<file path="src/rtl/invader_draw_scheduler.sv">
// invader_draw_scheduler: alien/shot tick generation, row counters and arbitration of the single VGA plotter.
// Optional macro SCHED_FAST_SIM_EN shrinks the alien/shot tick reloads to 63/7 for simulation.
module invader_draw_scheduler #(
  parameter int unsigned CLOCK_FREQUENCY = 50000000,
  parameter int unsigned ALIEN_PERIOD_S  = 4,
  parameter int unsigned SHOT_RATE_HZ    = 3,
  parameter int unsigned ALIEN_FLOOR     = 40,
  parameter int unsigned SHOT_START_Y    = 110
) (
  input  logic       clk,
  input  logic       reset,
  input  logic       drewHomeBase,
  input  logic       fire,
  input  logic [7:0] fire_x,
  input  logic       hit,
  output logic       plot_req,
  output logic       plot_obj,
  output logic       plot_erase,
  output logic [7:0] plot_x,
  output logic [6:0] plot_y,
  input  logic       plot_done,
  output logic [5:0] alien_y,
  output logic [6:0] shot_y,
  output logic       shot_active,
  output logic       gameOver
);

  localparam int unsigned TICK_W = 32;
`ifdef SCHED_FAST_SIM_EN
  localparam logic [TICK_W-1:0] ALIEN_RELOAD = TICK_W'(63);
  localparam logic [TICK_W-1:0] SHOT_RELOAD  = TICK_W'(7);
`else
  localparam logic [TICK_W-1:0] ALIEN_RELOAD = TICK_W'(CLOCK_FREQUENCY * ALIEN_PERIOD_S - 1);
  localparam logic [TICK_W-1:0] SHOT_RELOAD  = TICK_W'(CLOCK_FREQUENCY / SHOT_RATE_HZ - 1);
`endif

  typedef enum logic [2:0] {IDLE, RUN, ERASE, DRAW, OVER} state_t;
  typedef enum logic [1:0] {JOB_KILL, JOB_ALIEN, JOB_LAUNCH, JOB_SHOT} job_t;

  state_t state, state_n;
  job_t   job, job_n;
  logic   sel;
  logic   txn_done;

  logic [TICK_W-1:0] alien_cnt, shot_cnt;
  logic              alien_pend, shot_pend, launch_pend, kill_pend;
  logic [7:0]        shot_x;

  logic run, in_txn, in_txn_n;
  logic alien_tick, shot_tick, fire_ok, hit_ok;
  logic erase_done, shot_off;

  assign run        = (state == RUN) || (state == ERASE) || (state == DRAW);
  assign in_txn     = (state == ERASE) || (state == DRAW);
  assign in_txn_n   = (state_n == ERASE) || (state_n == DRAW);
  assign alien_tick = run && (alien_cnt == '0);
  assign shot_tick  = run && shot_active && (shot_cnt == '0);
  assign fire_ok    = run && fire && !shot_active;
  assign hit_ok     = run && hit && shot_active;
  assign erase_done = (state == ERASE) && txn_done;
  assign shot_off   = erase_done && ((job == JOB_KILL) || ((job == JOB_SHOT) && (shot_y == 7'd0)));

  // State register
  always_ff @(posedge clk) begin
    if (reset) begin
      state <= IDLE;
      job   <= JOB_KILL;
    end else begin
      state <= state_n;
      job   <= job_n;
    end
  end

  // Next state and job selection; priority kill > alien > launch > shot
  always_comb begin
    state_n  = state;
    job_n    = job;
    sel      = 1'b0;
    txn_done = plot_req && plot_done;
    unique case (state)
      IDLE: if (drewHomeBase) state_n = RUN;
      RUN: begin
        if (kill_pend) begin
          job_n = JOB_KILL;   state_n = ERASE; sel = 1'b1;
        end else if (alien_pend) begin
          job_n = JOB_ALIEN;  state_n = ERASE; sel = 1'b1;
        end else if (launch_pend) begin
          job_n = JOB_LAUNCH; state_n = DRAW;  sel = 1'b1;
        end else if (shot_pend) begin
          job_n = JOB_SHOT;   state_n = ERASE; sel = 1'b1;
        end
      end
      ERASE: begin
        if (txn_done) begin
          if ((job == JOB_KILL) || ((job == JOB_SHOT) && (shot_y == 7'd0))) state_n = RUN;
          else                                                             state_n = DRAW;
        end
      end
      DRAW: begin
        if (txn_done) begin
          if ((job == JOB_ALIEN) && (alien_y == 6'(ALIEN_FLOOR))) state_n = OVER;
          else                                                    state_n = RUN;
        end
      end
      OVER:    state_n = OVER;
      default: state_n = IDLE;
    endcase
  end

  // Tick counters hold at reload outside active play
  always_ff @(posedge clk) begin
    if (reset) begin
      alien_cnt <= ALIEN_RELOAD;
      shot_cnt  <= SHOT_RELOAD;
    end else begin
      if (!run || (alien_cnt == '0)) alien_cnt <= ALIEN_RELOAD;
      else                           alien_cnt <= alien_cnt - TICK_W'(1);
      if (!run || !shot_active || (shot_cnt == '0)) shot_cnt <= SHOT_RELOAD;
      else                                          shot_cnt <= shot_cnt - TICK_W'(1);
    end
  end

  // Sticky pending flags; shot-related flags are flushed once the shot leaves play
  always_ff @(posedge clk) begin
    if (reset) begin
      alien_pend  <= 1'b0;
      shot_pend   <= 1'b0;
      launch_pend <= 1'b0;
      kill_pend   <= 1'b0;
    end else begin
      if (!run)                               alien_pend <= 1'b0;
      else if (alien_tick)                    alien_pend <= 1'b1;
      else if (sel && (job_n == JOB_ALIEN))   alien_pend <= 1'b0;

      if (!run || shot_off || hit_ok)         shot_pend <= 1'b0;
      else if (shot_tick)                     shot_pend <= 1'b1;
      else if (sel && (job_n == JOB_SHOT))    shot_pend <= 1'b0;

      if (!run || shot_off || hit_ok)         launch_pend <= 1'b0;
      else if (fire_ok)                       launch_pend <= 1'b1;
      else if (sel && (job_n == JOB_LAUNCH))  launch_pend <= 1'b0;

      if (!run || shot_off)                   kill_pend <= 1'b0;
      else if (hit_ok)                        kill_pend <= 1'b1;
      else if (sel && (job_n == JOB_KILL))    kill_pend <= 1'b0;
    end
  end

  // Row counters and shot state; rows advance on the completing erase edge
  always_ff @(posedge clk) begin
    if (reset) begin
      alien_y     <= '0;
      shot_y      <= '0;
      shot_x      <= '0;
      shot_active <= 1'b0;
    end else begin
      if (erase_done && (job == JOB_ALIEN)) alien_y <= alien_y + 6'd1;
      if (fire_ok) begin
        shot_active <= 1'b1;
        shot_y      <= 7'(SHOT_START_Y);
        shot_x      <= fire_x;
      end else begin
        if (shot_off) shot_active <= 1'b0;
        if (erase_done && (job == JOB_SHOT) && (shot_y != 7'd0)) shot_y <= shot_y - 7'd1;
      end
    end
  end

  // Plotter request and payload; req rises one cycle after entering ERASE/DRAW
  always_ff @(posedge clk) begin
    if (reset) begin
      plot_req   <= 1'b0;
      plot_obj   <= 1'b0;
      plot_erase <= 1'b0;
      plot_x     <= '0;
      plot_y     <= '0;
      gameOver   <= 1'b0;
    end else begin
      plot_req <= in_txn_n && (state_n == state);
      if (in_txn) begin
        plot_obj   <= (job != JOB_ALIEN);
        plot_erase <= (state == ERASE);
        plot_x     <= (job == JOB_ALIEN) ? 8'd0 : shot_x;
        plot_y     <= (job == JOB_ALIEN) ? {1'b0, alien_y} : shot_y;
      end
      if (state_n == OVER) gameOver <= 1'b1;
    end
  end

endmodule

</file>
<file path="config.mk">
export PLATFORM = sky130hd
export DESIGN_NAME = invader_draw_scheduler
export DESIGN_NICKNAME = d
export VERILOG_FILES = /design/src/rtl/invader_draw_scheduler.sv
export SDC_FILE = /design/constraint.sdc
export NUM_CORES = 1
export LEC_CHECK = 0
export ABC_AREA = 0
export BUFFER_PORTS_ARGS = -buffer_cell sky130_fd_sc_hd__buf_2
export CORE_ASPECT_RATIO = 1.25
export CORE_MARGIN = 3
export CORE_UTILIZATION = 40
export DETAILED_ROUTE_END_ITERATION = 16
export HOLD_SLACK_MARGIN = 0.03
export SKIP_CTS_REPAIR_TIMING = 1
export SLEW_MARGIN = 20
export SYNTH_ARGS = -nofsm -noshare
export SYNTH_HDL_FRONTEND = slang
export SYNTH_SLANG_ARGS = --single-unit
export TNS_END_PERCENT = 30
</file>
<file path="constraint.sdc">
create_clock -name clk -period 4 [get_ports clk]
set_input_delay 0.8 -clock clk [delete_from_list [all_inputs] [get_ports clk]]
set_output_delay 0.8 -clock clk [all_outputs]
set_load 0.005 [all_outputs]
</file>
==> results.yml, run 1 <==
outcome:
  status: "completed"
timing:
  finalCritPeriodShare_pct: 61.4
  holdWs_ps: 419
  drv_slew: 0
  hold_viol: 0
  setup_tns_ps: 0
  fin_worst_skew_ps: 7.26
  timing.final.crit_period_ps: 2460
  worstMarginPinSlew_ps: 1060
  setup_violations: 0
  fmax_mhz: 407
  slew_headroom_pct: 29.0
  rsz0062_at_grt: "false"
power:
  vdd_drop_max_mv: 0.349
  leakagePower_uw: 0.00210
  fin_total_pwr_uw: 2960
  powerDensity_nw_per_um2: 495
drt:
  ant_nets: 0
  drc: 0
  dr.pass1.iters: 5
  wl_per_cell_um: 14.1
  via_per_inst: 5.29
  routed_wl_um: 11200
  drt_iter0_markers: 186
  dr_total_vias: 4187
cells_and_area:
  nNetsFinal: 638
  fin_util_pct: 50.3
  fillers: 1133
  area_growth_pct: 20.6
  final_layout_size_suffix_gt1_share_pct: 15.5
  n_antenna_cell: 0
clocking:
  tritoncts: "built"
  clk_latency_ps: 410
  root_buffer: "clkbuf_16"
  htree_num_levels: 4
  clockBufferDepth: 2
  numCtsBuffers: 17
  cts_sinks: 114
  clkTransAtPathRegs_ps: 50
synthesis:
  synth.most_common_cell: "dfxtp_1"
  ys.flop_type: "dfxtp_1"
  synth_edf_count: 0
  synth_common_cells: "dfxtp_1 (114), nor2_1 (74), nand2_1 (64)"
  ys_seq_area_share_pct: 46.0
  synth_cell_type_count: 53
  synth_area_leader_cell: "dfxtp_1"
  synth_cells: 570
  synth_fp_nets: 590
  synth_area_per_cell_um2: 8.70
  synthArstFlopShare_pct: 0
  synth_top_cell_area_share_pct: 46.0
  yosys_warnings: 0
  synth.area.top_cells: "dfxtp_1 (46%), xnor2_1 (6.0%), nor2_1 (5.6%), nand2_1 (4.8%), a21oi_1 (3.1%)"
  ys_ff_latch: 114
  syn-cell-area_um2: 4960
global_route:
  grt_pass1_wl_um: 18700
  grt-ovfl-total: 0
  grt_usage_pct: 16.8
  grt_pass1_vias: 3984
  antenna_found_initial: 0
  grt_start_max_net_pins: 50
floorplan:
  die_h_um: 131
  floorplan.initialDensity_pct: 41.7
  die-area_um2: 13800
  rows: 44
  num_io_pins: 47
  fp.coreArea_um2: 11900
  die_x_um: 106
critical_path:
  critical_path_arrival_ps: 2800
  end_kind: "flip-flop"
  crit_path_start_kind: "flip-flop"
  cp_data_required_time_ps: 4340
  path_max_fanout: 13
  critPathKind: "flip-flop to flip-flop"
place:
  portBuffers: 46
  dp_hpwl_um: 7630
  gp_congestion: 0.784
job:
  cap_violations: 0
hold_path:
  hp-class: "flip-flop to flip-flop"
-- sequential cells by signal (all words and copies together) (netlist names), 2 cells and up --
signal,cells
plot_y,7
job,2
shot_x,8
shot_y,7
shot_cnt,32
state,3
alien_cnt,32
alien_y,6
plot_x,8
-- per-layer routing --
metal	wire length [µm]	up-vias	track usage, %
li1	-	2125	-
met3	475	15	4.96
met4	179	0	7.32
met2	5370	83	27.3
met5	0	-	0
met1	5140	1964	20.8
-- worst max-delay path, cell delays in order, from the launching register on --
cell,delay [ps]
dfxtp_1,340
nor4_2,430
nand4_1,480
or3_1,630
or3_1,380
a21oi_1,140
-- path summary, 6_finish.rpt --
check | from | end | slack [ps] | cells after the start
worst max-delay path | shot_cnt[11]$_SDFF_PP0_ | shot_cnt[24]$_SDFF_PP0_ | 1540 | 5
worst min-delay path | shot_cnt[0]$_SDFF_PP1_ | shot_cnt[0]$_SDFF_PP1_ | 420 | 1
worst max register to register | shot_cnt[11]$_SDFF_PP0_ | shot_cnt[24]$_SDFF_PP0_ | 1540 | 5
worst min register to register | shot_cnt[0]$_SDFF_PP1_ | shot_cnt[0]$_SDFF_PP1_ | 420 | 1
-- where the power goes --
part,total [µW],switching (µW),internal [µW],leakage [µW]
clock,1620,504,1120,0.000315
sequential,1190,27.5,1160,0.000922
combinational,148,93.0,55.2,0.000858
total,2960,625,2340,0.00210
-- placed cells by master (no fill, tap or decap), drive strengths merged, types with 4 or more instances in the layout --
| cell type | n |
|---|---|
| dfxtp | 114 |
| nor2 | 75 |
| nand2 | 64 |
| buf | 48 |
| xnor2 | 34 |
| a21oi | 33 |
| nor3 | 31 |
| nor4 | 23 |
| clkbuf | 23 |
| or3 | 15 |
| xor2 | 15 |
| inv | 14 |
| nand4 | 14 |
| nand3 | 13 |
| o21ai | 12 |
| a22oi | 9 |
| o31ai | 8 |
| nor3b | 7 |
| or2 | 7 |
| o21a | 6 |
| a211oi | 6 |
| ha | 6 |
| or4 | 6 |
| nor2b | 5 |
| mux2i | 5 |
| bufinv | 4 |
-- through the flow --
stage | instance area (µm²) | setup slack, ps | cells
finish | 5980 | 1540 | 792
global route | 5980 | 1250 | 792
CTS | 5980 | 1530 | 792
detailed placement | 5330 | 1320 | 760
global placement | 5330 | 1370 | 760
floorplan | 4960 | 1950 | 570
-- area by class of cell --
cell class                      count  area (µm²)  share of cell area (%)
Tap cell                          161         201                    3.37
Inverter                           14        52.6                   0.879
Clock inverter                      9         150                    2.51
Multi-Input combinational cell    423        2550                    42.7
Sequential cell                   114        2280                    38.2
Clock buffer                       23         498                    8.33
Timing Repair Buffer               48         245                    4.10
-- cells by family after synthesis --
logic type      Yosys count  synth area share (%)
xor+xnor                 49                  8.65
fa+ha+maj                 6                  1.51
flops                   114                  46.0
compound gates           88                  11.5
buf+inv                  33                  2.57
simple gates            275                  28.8
mux                       5                  1.01
Power figures use the tool's default switching activity.
==> run 2, diff against run 1 <==
--- a/config.mk
+++ b/config.mk
@@ -5,7 +5,7 @@
 export SDC_FILE = /design/constraint.sdc
 export NUM_CORES = 1
 export LEC_CHECK = 0
-export ABC_AREA = 0
+export ABC_AREA = 1
 export BUFFER_PORTS_ARGS = -buffer_cell sky130_fd_sc_hd__buf_2
 export CORE_ASPECT_RATIO = 1.25
 export CORE_MARGIN = 3
==> constraint.sdc (replaced) <==
create_clock -name clk -period 2.2 [get_ports clk]
set_input_delay 0.44 -clock clk [delete_from_list [all_inputs] [get_ports clk]]
set_output_delay 0.44 -clock clk [all_outputs]
set_load 0.005 [all_outputs]
==> run 2 against run 1 <==
  * Critical path depth up 5
  * Non-clock buffer count grew 4
  * Clock power is 95% higher
  * Maximum frequency up 31%
  * Total power up 83%
  * Core utilization down 0.75 points
  * Sequential share of layout area shrank 4.0 points
  * Area after synthesis grew 13%
  * First-iteration DRC count rose by 89%
  * Routed wire length increased by 16%
  * Synthesized cell count is 42% higher
==> results.yml, run 2 <==
global_route:
  grt_usage_pct: 17.3
  grt_pass1_vias: 4648
  grt-ovfl-total: 0
  antenna_found_initial: 0
  grt_start_max_net_pins: 26
  grt_pass1_wl_um: 22000
synthesis:
  synthArstFlopShare_pct: 0
  synth.area.top_cells: "dfxtp_1 (41%), nand2_1 (14%), nor2_1 (11%), inv_1 (4.8%), nand3_1 (4.6%)"
  synth_edf_count: 0
  ys_ff_latch: 114
  synth_cells: 812
  synth_common_cells: "nand2_1 (208), nor2_1 (163), dfxtp_1 (114)"
  synth_area_per_cell_um2: 6.88
  synth_area_leader_cell: "dfxtp_1"
  synth_fp_nets: 832
  yosys_warnings: 0
  synth_cell_type_count: 36
  syn-cell-area_um2: 5590
  synth.most_common_cell: "nand2_1"
  ys.flop_type: "dfxtp_1"
  ys_seq_area_share_pct: 40.9
  synth_top_cell_area_share_pct: 40.9
clocking:
  cts_sinks: 114
  numCtsBuffers: 17
  clockBufferDepth: 2
  tritoncts: "built"
  clkTransAtPathRegs_ps: 50
  root_buffer: "clkbuf_16"
  htree_num_levels: 4
  clk_latency_ps: 410
cells_and_area:
  n_antenna_cell: 0
  mostFrequentLayoutCells: "nand2_1 (208), nor2_1 (163), dfxtp_1 (114)"
  area_growth_pct: 19.4
  nNetsFinal: 890
  final_layout_size_suffix_gt1_share_pct: 14.8
  layout_commonest_cell: "nand2_1"
  top_regs: "alien_cnt x32, shot_cnt x32"
timing:
  drv_slew: 0
  timing.final.crit_period_ps: 1880
  fin_worst_skew_ps: 4.20
  hold_viol: 0
  worstMarginPinSlew_ps: 767
  setup_tns_ps: 0
  setup_violations: 0
  fmax_mhz: 531
  rsz0062_at_grt: "false"
  finalCritPeriodShare_pct: 85.5
  slew_headroom_pct: 48.8
drt:
  routed_wl_um: 12900
  dr_total_vias: 5084
  via_per_inst: 4.82
  wl_per_cell_um: 12.3
  dr.pass1.iters: 4
  drc: 0
  drt_iter0_markers: 352
  ant_nets: 0
floorplan:
  die-area_um2: 15400
  fp.coreArea_um2: 13500
  floorplan.initialDensity_pct: 41.5
  die_h_um: 138
  rows: 47
  num_io_pins: 47
  die_x_um: 112
place:
  portBuffers: 46
  gp_congestion: 0.855
  dp_hpwl_um: 9600
critical_path:
  worst-path-buf-inv: 2
  cp_top_family: "simple AND/OR/NAND/NOR gates"
  end_kind: "flip-flop"
  critical_path_arrival_ps: 2240
  path_cells: "inv_1, ha_1, nand2_2, nor2_4, nand2_4, nor2_4, nand3_4, nand2_4, inv_2, nand2_1"
  crit_path_start_kind: "flip-flop"
  cp_data_required_time_ps: 2560
  critPathKind: "flip-flop to flip-flop"
  crit_slowest_cell: "dfxtp_1"
  path_max_fanout: 21
  slowest_delay_ps: 310
outcome:
  status: "completed"
power:
  fin_total_pwr_uw: 5420
  leakagePower_uw: 0.00271
  vdd_drop_max_mv: 0.528
  powerDensity_nw_per_um2: 812
hold_path:
  hp-class: "input port to flip-flop"
job:
  cap_violations: 0
[run 2: area by class of cell]
type / count / area [µm²]
timing repair buffer: 52 / 275
sequential: 114 / 2280
clock inverter: 13 / 230
tap: 171 / 214
fill: 1374 / 6800
clock buffer: 19 / 453
multi-input combinational: 607 / 2920
inverter: 78 / 293
[run 2: final timing paths]
path | to | depth (start not counted) | slack [ps] | from
max reg2reg | shot_cnt[22]$_SDFF_PP1_ | 10 | 320 | shot_cnt[0]$_SDFF_PP1_
min reg2reg | shot_cnt[0]$_SDFF_PP1_ | 1 | 400 | shot_cnt[0]$_SDFF_PP1_
max | shot_cnt[22]$_SDFF_PP1_ | 10 | 320 | shot_cnt[0]$_SDFF_PP1_
min | shot_x[6]$_SDFFE_PP0P_ | 3 | 290 | fire_x[6]
[run 2: stage by stage]
step / std cells / hold slack, ps / utilization, % / setup slack, ps / area (µm²)
2_1_floorplan: 812 / 379 / - / 612 / 5590
3_3_place_gp: 1022 / 396 / 44.5 / 324 / 5990
3_5_place_dp: 1022 / 392 / 44.5 / 286 / 5990
4_1_cts: 1054 / 276 / 49.5 / 278 / 6670
5_1_grt: 1054 / 284 / 49.5 / 72.4 / 6670
6_report: 1054 / 295 / 49.5 / 319 / 6670
[run 2: worst register-to-register path, cell delays in order (launching register included)]
cell and delay, ps:
dfxtp_1 310, inv_1 120, ha_1 240, nand2_2 120, nor2_4 190, nand2_4 80, nor2_4 130, nand3_4 110
nand2_4 300, inv_2 140, nand2_1 90
[run 2: logic make-up (layout without fill, tap and decap cells)]
logic type                 Yosys count  after routing  synth area share (%)
AOI/OAI and AO/OA                   90             90                  9.16
DFF                                114            114                  40.9
buffers and inverters               91            162                  6.79
xor gates and xnor gates            30             30                  4.70
adders and majority gates            6              6                  1.34
and+or+nand+nor                    481            481                  37.1
[run 2: where the power goes]
group	switching (µW)	leakage, µW	internal (µW)
logic	99.3	0.00146	57.1
clock network	976	0.000326	2180
registers	18.2	0.000921	2090
total	1090	0.00271	4320
[run 2: routing by layer]
metal | routed length, µm | global-route usage [%] | vias to the layer above
li1 | - | - | 2704
met1 | 5770 | 21.0 | 2246
met2 | 6310 | 29.1 | 104
met3 | 568 | 4.20 | 30
met4 | 292 | 7.05 | 0
met5 | 0 | 0 | -
